### src/rtl/pc_pkg.sv
// Shared types and the action decoder for the program counter with return stack.
package pc_pkg;

    // One action per cycle; declaration order mirrors decoding priority.
    typedef enum logic [2:0] {
        RESET,
        RETORNO,
        CHAMADA,
        JUMP,
        DESVIO,
        HALT,
        INCREMENTA
    } op_pc_t;

    // Fixed-priority selection: lower-priority requests in the same cycle are dropped.
    function automatic op_pc_t decodifica_op(
        input logic reseta_n,
        input logic retorno,
        input logic chamada,
        input logic jump,
        input logic desvio,
        input logic halt
    );
        op_pc_t op;
        if (!reseta_n) begin
            op = RESET;
        end else if (retorno) begin
            op = RETORNO;
        end else if (chamada) begin
            op = CHAMADA;
        end else if (jump) begin
            op = JUMP;
        end else if (desvio) begin
            op = DESVIO;
        end else if (halt) begin
            op = HALT;
        end else begin
            op = INCREMENTA;
        end
        return op;
    endfunction

endpackage

### src/rtl/pilha_retorno.sv
// Circular LIFO of return addresses. On overflow the push still happens and
// overwrites the oldest entry, while the level saturates at PROFUNDIDADE.
module pilha_retorno #(
    parameter int unsigned LARGURA      = 32,
    parameter int unsigned PROFUNDIDADE = 8
) (
    input  logic                                clock,
    input  logic                                reseta_n,
    input  logic                                push,
    input  logic                                pop,
    input  logic [LARGURA-1:0]                  dado,
    output logic [LARGURA-1:0]                  topo,
    output logic [$clog2(PROFUNDIDADE+1)-1:0]   nivel,
    output logic                                cheia,
    output logic                                vazia
);
    import pc_pkg::*;

    localparam int unsigned LP = $clog2(PROFUNDIDADE);
    localparam int unsigned LN = $clog2(PROFUNDIDADE + 1);

    logic [LARGURA-1:0] mem [PROFUNDIDADE];
    // ptr_q points at the next free slot; the top lives at ptr_q - 1.
    logic [LP-1:0]      ptr_q, ptr_d;
    logic [LN-1:0]      nivel_q, nivel_d;
    logic [LP-1:0]      ptr_topo;
    logic               pop_ok;

    assign ptr_topo = ptr_q - LP'(1);
    assign topo     = mem[ptr_topo];
    assign nivel    = nivel_q;
    assign cheia    = (nivel_q == LN'(PROFUNDIDADE));
    assign vazia    = (nivel_q == '0);
    // A pop of an empty stack must not move the pointer.
    assign pop_ok   = pop && !vazia;

    // Next pointer and level for push/pop; power-of-two depth makes the wrap free.
    always_comb begin
        ptr_d   = ptr_q;
        nivel_d = nivel_q;
        if (push) begin
            ptr_d = ptr_q + LP'(1);
            if (!cheia) begin
                nivel_d = nivel_q + LN'(1);
            end
        end else if (pop_ok) begin
            ptr_d   = ptr_q - LP'(1);
            nivel_d = nivel_q - LN'(1);
        end
    end

    // Pointer and level registers; reset clears them but leaves the RAM alone.
    always_ff @(posedge clock) begin
        if (!reseta_n) begin
            ptr_q   <= '0;
            nivel_q <= '0;
        end else begin
            ptr_q   <= ptr_d;
            nivel_q <= nivel_d;
        end
    end

    // Stack RAM write; written value is readable as topo right after the edge.
    always_ff @(posedge clock) begin
        if (push && reseta_n) begin
            mem[ptr_q] <= dado;
        end
    end

endmodule

### src/rtl/pc_pilha.sv
// Fetch-address generator: program counter with branches, jumps and a
// return-address stack for call/return. saida is the current fetch address.
module pc_pilha #(
    parameter int unsigned       LARGURA      = 32,
    parameter int unsigned       PASSO        = 1,
    parameter logic [LARGURA-1:0] VALOR_RESET = '0,
    parameter int unsigned       PROFUNDIDADE = 8
) (
    input  logic                                clock,
    input  logic                                reseta_n,
    input  logic                                halt,
    input  logic                                jump,
    input  logic                                desvio,
    input  logic                                chamada,
    input  logic                                retorno,
    input  logic [LARGURA-1:0]                  endereco,
    input  logic [LARGURA-1:0]                  deslocamento,
    output logic [LARGURA-1:0]                  saida,
    output logic                                pilha_vazia,
    output logic                                pilha_cheia,
    output logic [$clog2(PROFUNDIDADE+1)-1:0]   nivel,
    output logic                                erro_pilha
);
    import pc_pkg::*;

    localparam logic [LARGURA-1:0] PASSO_V = LARGURA'(PASSO);

    op_pc_t             op;
    logic [LARGURA-1:0] saida_q, saida_d;
    logic               erro_q, erro_d;
    logic [LARGURA-1:0] proximo;
    logic [LARGURA-1:0] topo;
    logic               empilha;
    logic               desempilha;
    logic               cheia;
    logic               vazia;

    assign proximo = saida_q + PASSO_V;

    pilha_retorno #(
        .LARGURA      (LARGURA),
        .PROFUNDIDADE (PROFUNDIDADE)
    ) u_pilha (
        .clock    (clock),
        .reseta_n (reseta_n),
        .push     (empilha),
        .pop      (desempilha),
        .dado     (proximo),
        .topo     (topo),
        .nivel    (nivel),
        .cheia    (cheia),
        .vazia    (vazia)
    );

    // Decode the single winning action and compute next PC and error flag.
    always_comb begin
        op         = decodifica_op(reseta_n, retorno, chamada, jump, desvio, halt);
        empilha    = (op == CHAMADA);
        desempilha = (op == RETORNO) && !vazia;
        saida_d    = saida_q;
        erro_d     = erro_q;
        case (op)
            RESET: begin
                saida_d = VALOR_RESET;
                erro_d  = 1'b0;
            end
            RETORNO: begin
                if (vazia) begin
                    erro_d = 1'b1;
                end else begin
                    saida_d = topo;
                end
            end
            CHAMADA: begin
                saida_d = endereco;
                if (cheia) begin
                    erro_d = 1'b1;
                end
            end
            JUMP:       saida_d = endereco;
            // Relative to the current PC, not the sequential successor.
            DESVIO:     saida_d = saida_q + deslocamento;
            HALT:       saida_d = saida_q;
            INCREMENTA: saida_d = proximo;
            default:    saida_d = saida_q;
        endcase
    end

    // PC and sticky error registers with synchronous active-low reset.
    always_ff @(posedge clock) begin
        if (!reseta_n) begin
            saida_q <= VALOR_RESET;
            erro_q  <= 1'b0;
        end else begin
            saida_q <= saida_d;
            erro_q  <= erro_d;
        end
    end

    assign saida       = saida_q;
    assign erro_pilha  = erro_q;
    assign pilha_cheia = cheia;
    assign pilha_vazia = vazia;

endmodule
### config.mk
export PLATFORM = sky130hd
export DESIGN_NAME = pc_pilha
export DESIGN_NICKNAME = d
export VERILOG_FILES = /design/src/rtl/pc_pkg.sv /design/src/rtl/pilha_retorno.sv /design/src/rtl/pc_pilha.sv
export SDC_FILE = /design/constraint.sdc
export NUM_CORES = 1
export LEC_CHECK = 0
export CELL_PAD_IN_SITES_DETAIL_PLACEMENT = 0
export CELL_PAD_IN_SITES_GLOBAL_PLACEMENT = 1
export CORE_UTILIZATION = 44
export CTS_CLUSTER_SIZE = 20
export DETAILED_ROUTE_END_ITERATION = 16
export PLACE_DENSITY_LB_ADDON = 0.08
export SKIP_LAST_GASP = 1
export SLEW_MARGIN = 40
export SYNTH_ARGS = -nofsm -noshare
export SYNTH_HDL_FRONTEND = slang
export SYNTH_HIERARCHICAL = 1
export SYNTH_SLANG_ARGS = --single-unit
### constraint.sdc
create_clock -name clock -period 14.1 [get_ports clock]
set_input_delay 4.23 -clock clock [delete_from_list [all_inputs] [get_ports clock]]
set_output_delay 4.23 -clock clock [all_outputs]
set_load 0.05 [all_outputs]
==> key figures <==
Critical path
  – Reg2reg start: u_pilha/ptr_q[0]$_SDFFE_PN0P_
  – Critical path buffers and inverters: 3
  – Critical path's slowest cell: buf_4
  – R2r worst-path depth: 9
  – Crit end category: flop
  – Worst R2R Setup Slack: 10.17 ns
  – Most used cell, CP: buf_4
  – Critical path, cell by cell: clkdlybuf4s50_1, buf_4, nor2b_1, and2_1, nand3_1, nor3_2, buf_4
  – Worst setup path class: input pin to flop
  – Critical Path Source Type: input pin
  – CP top delay family: simple AND/OR/NAND/NOR gates
  – Crit Path Max Fanout: 40
  – Reg2reg end: saida[20]$_SDFFE_PN0P_
  – Critical Path RT: 14.29 ns
  – Critical Path AT: 7.43 ns
  – Biggest cell delay along the critical path: about 0.53 ns

STA
  – Max Slew Vio Count: 0
  – Worst-Margin Slew: 0.878 ns
  – Min Tclk post-route: roughly 7.2 ns
  – Skew final: roughly 0.012 ns
  – Max-slew headroom: 0.411
  – Setup violators final: 0
  – Fmax: 138 MHz
  – Period utilisation layout: 0.514
  – RSZ-0062 raised after global routing: no
  – Final hold violation count: 0
  – Setup tns final: 0 ns

GRT
  – Grt ovf: 0
  – Number of global-route vias before repair: between 9000 and 10000
  – Largest net degree at the start of global routing: 57
  – Initial antenna violation count: 0
  – Tot GR Track Use: 0.228
  – First-pass GRT wire length: 56400 um

Die
  – IO Count: 110
  – Die Y-Extent: 183 um
  – Initial Utilization: 0.451
  – CORE AREA: around 32000 um2
  – Die area: around 33000 um2
  – Chip width: 183 um
  – Row cnt: 65

Place
  – GPL Wtd Cong: 0.805
  – # port buffers: 109
  – Placed cell areas: between 15000 and 20000 um2
  – Dpl hpwl: 24300 um

Logic synthesis
  – Synth warn: 6
  – Synth top area share: 0.535
  – Largest cells by area after synthesis: edfxtp_1, mux4_1, dfxtp_1, ha_1, mux4_2
  – Ys async rst share: 0
  – Synth Flop Type: edfxtp_1
  – Sequential area share after synthesis: 0.591
  – Synthesized area: approximately 14000 um2
  – #FFs+latches synth: just under 300
  – Biggest area consumer among synthesized cells: edfxtp_1
  – Netlist cell types: 70
  – Post-Syn Instances: 1001
  – Post-synth EDFFs: 256
  – Syn_area_per_cell: around 14 um2
  – Synthesized Nets: approximately 1100

Clocking
  – Clk sink count: between 200 and 300
  – CTS tree: done
  – CTS resizes: 0
  – Clock-pin slew on the worst setup and hold paths: approximately 0.060 ns
  – Post-CTS Repair Setup Buffers: 0
  – Worst skew pair latency: about 0.56 ns
  – Cts hold-fix bufs: 0
  – CTS Buffer Depth: 3
  – Clk root buf: clkbuf_16
  – Total CTS buffers: 31
  – H-tree depth: 1

Finish
  – Most frequent cells in the layout: edfxtp_1, clkdlybuf4s50_1, nand2_1
  – Fill count: 2708
  – # nets final: 1213
  – Multi-input logic area: ~5600 um2
  – FF/Latch Area: between 8000 and 9000 um2
  – Final Cell Area: about 17000 um2
  – Commonest non-fill, non-tap cell in the layout: edfxtp_1
  – Antenna Cells: 0
  – Share of layout cells above drive strength 1: 0.132
  – Area Growth Syn to Fin: 18.0%

Hold path
  – Hold-critical path depth: 3
  – Worst min path class: flop to flop
  – WHS Endpoint: erro_pilha$_SDFFE_PN0P_
  – Worst hold path startpoint: erro_pilha$_SDFFE_PN0P_

Power and ir drop
  – LEAKAGE: 5.74 nW
  – Tot Pwr: 0.00209 W
  – P per Cell Area: around 120 nW/um2
  – Max VDD drop: ~0.10 mV

Job
  – Max_cap viols: 0

Run status
  – Status: completed

Drt
  – Vias per inst: between 5 and 6
  – Post-Route WL: between 30000 and 40000 um
  – Initial DRT Pass Iterations: 5
  – WL per Instance: about 24 um
  – Antenna-violating nets left: 0
  – DRC viols: 0
  – Via Count: 9118
  – 1st-iter DRT viols: 718
==> worst register-to-register path: cells and delay by family, from the launching register on <==
family	cells	cell delay (ns)
buffers and inverters	2	0.83
AOI/OAI and AO/OA	4	1.08
adders and majority gates	1	0.52
muxes	2	0.79
DFF	1	0.59
==> worst max path at each step <==
stage	cells past startpoint	startpoint	to	slack [ns]
CTS	7	reseta_n	u_pilha/mem[2][28]$_DFFE_PP_	6.84
global placement	7	reseta_n	u_pilha/mem[2][21]$_DFFE_PP_	6.14
global route	7	reseta_n	u_pilha/mem[2][13]$_DFFE_PP_	6.62
detailed placement	7	reseta_n	u_pilha/mem[2][22]$_DFFE_PP_	6.28
finish	7	reseta_n	u_pilha/mem[0][24]$_DFFE_PP_	6.85
floorplan	6	retorno	u_pilha/mem[2][0]$_DFFE_PP_	6.28
==> registers in the layout, summed over array words and instances (netlist names) <==
| register | cells |
|---|---|
| u_pilha/mem | 256 |
| saida | 32 |
| u_pilha/nivel | 4 |
| u_pilha/ptr_q | 3 |
| erro_pilha | 1 |
==> final cells by class <==
cell class	instances	area share
clock buffers	34	0.0464
flip-flops and latches	296	0.501
clock inverters	24	0.0120
multi-input cells	629	0.331
inverters	17	0.00376
repair buffers	129	0.0734
well taps	435	0.0321
==> layer usage <==
| metal | vias to the layer above | global-route usage | part of all wire |
|---|---|---|---|
| li1 | 4205 | - | - |
| met4 | 0 | 0.0551 | 0.020 |
| met5 | - | 0 | 0 |
| met1 | 4556 | 0.336 | 0.46 |
| met3 | 50 | 0.0395 | 0.067 |
| met2 | 307 | 0.351 | 0.45 |
==> power by group <==
part           total (W)  switching [W]  internal, W
registers       0.000998      0.0000235     0.000974
logic           0.000303       0.000182     0.000121
clock network   0.000790       0.000333     0.000457
total            0.00209       0.000538      0.00155
==> synth_stat cells (6+ instances only) <==
cell	number
a211oi_1	6
a21o_1	9
a21oi_1	52
a221o_1	7
a221oi_1	16
a222oi_1	11
a22oi_1	8
and2_1	11
and3_1	6
buf_2	11
buf_6	10
clkbuf_1	36
dfxtp_1	40
edfxtp_1	256
ha_1	36
inv_1	16
mux2_2	32
mux4_1	45
mux4_2	19
nand2_1	68
nand3_1	27
nand4_1	10
nor2_1	46
nor2b_1	10
nor3_1	17
o211ai_1	9
o21ai_0	43
o21ai_1	15
xnor2_1	36
xor2_1	27
==> cells by family after synthesis <==
family,synth area share
compound gates,0.0992
xor+xnor,0.0384
fa+ha+maj,0.0341
buf+inv,0.0260
flops,0.591
mux,0.138
simple gates,0.0738
==> per-stage QoR <==
step | setup slack [ns] | instances | hold slack, ns | utilization
5_1_grt | 6.62 | 1564 | 0.633 | 0.532
3_5_place_dp | 6.28 | 1506 | 0.563 | 0.500
3_3_place_gp | 6.14 | 1506 | 0.549 | 0.500
2_1_floorplan | 6.28 | 1001 | 0.546 | -
4_1_cts | 6.84 | 1564 | 0.578 | 0.531
6_report | 6.85 | 1564 | 0.574 | 0.532
No activity file was read; power rests on OpenSTA's default activity.
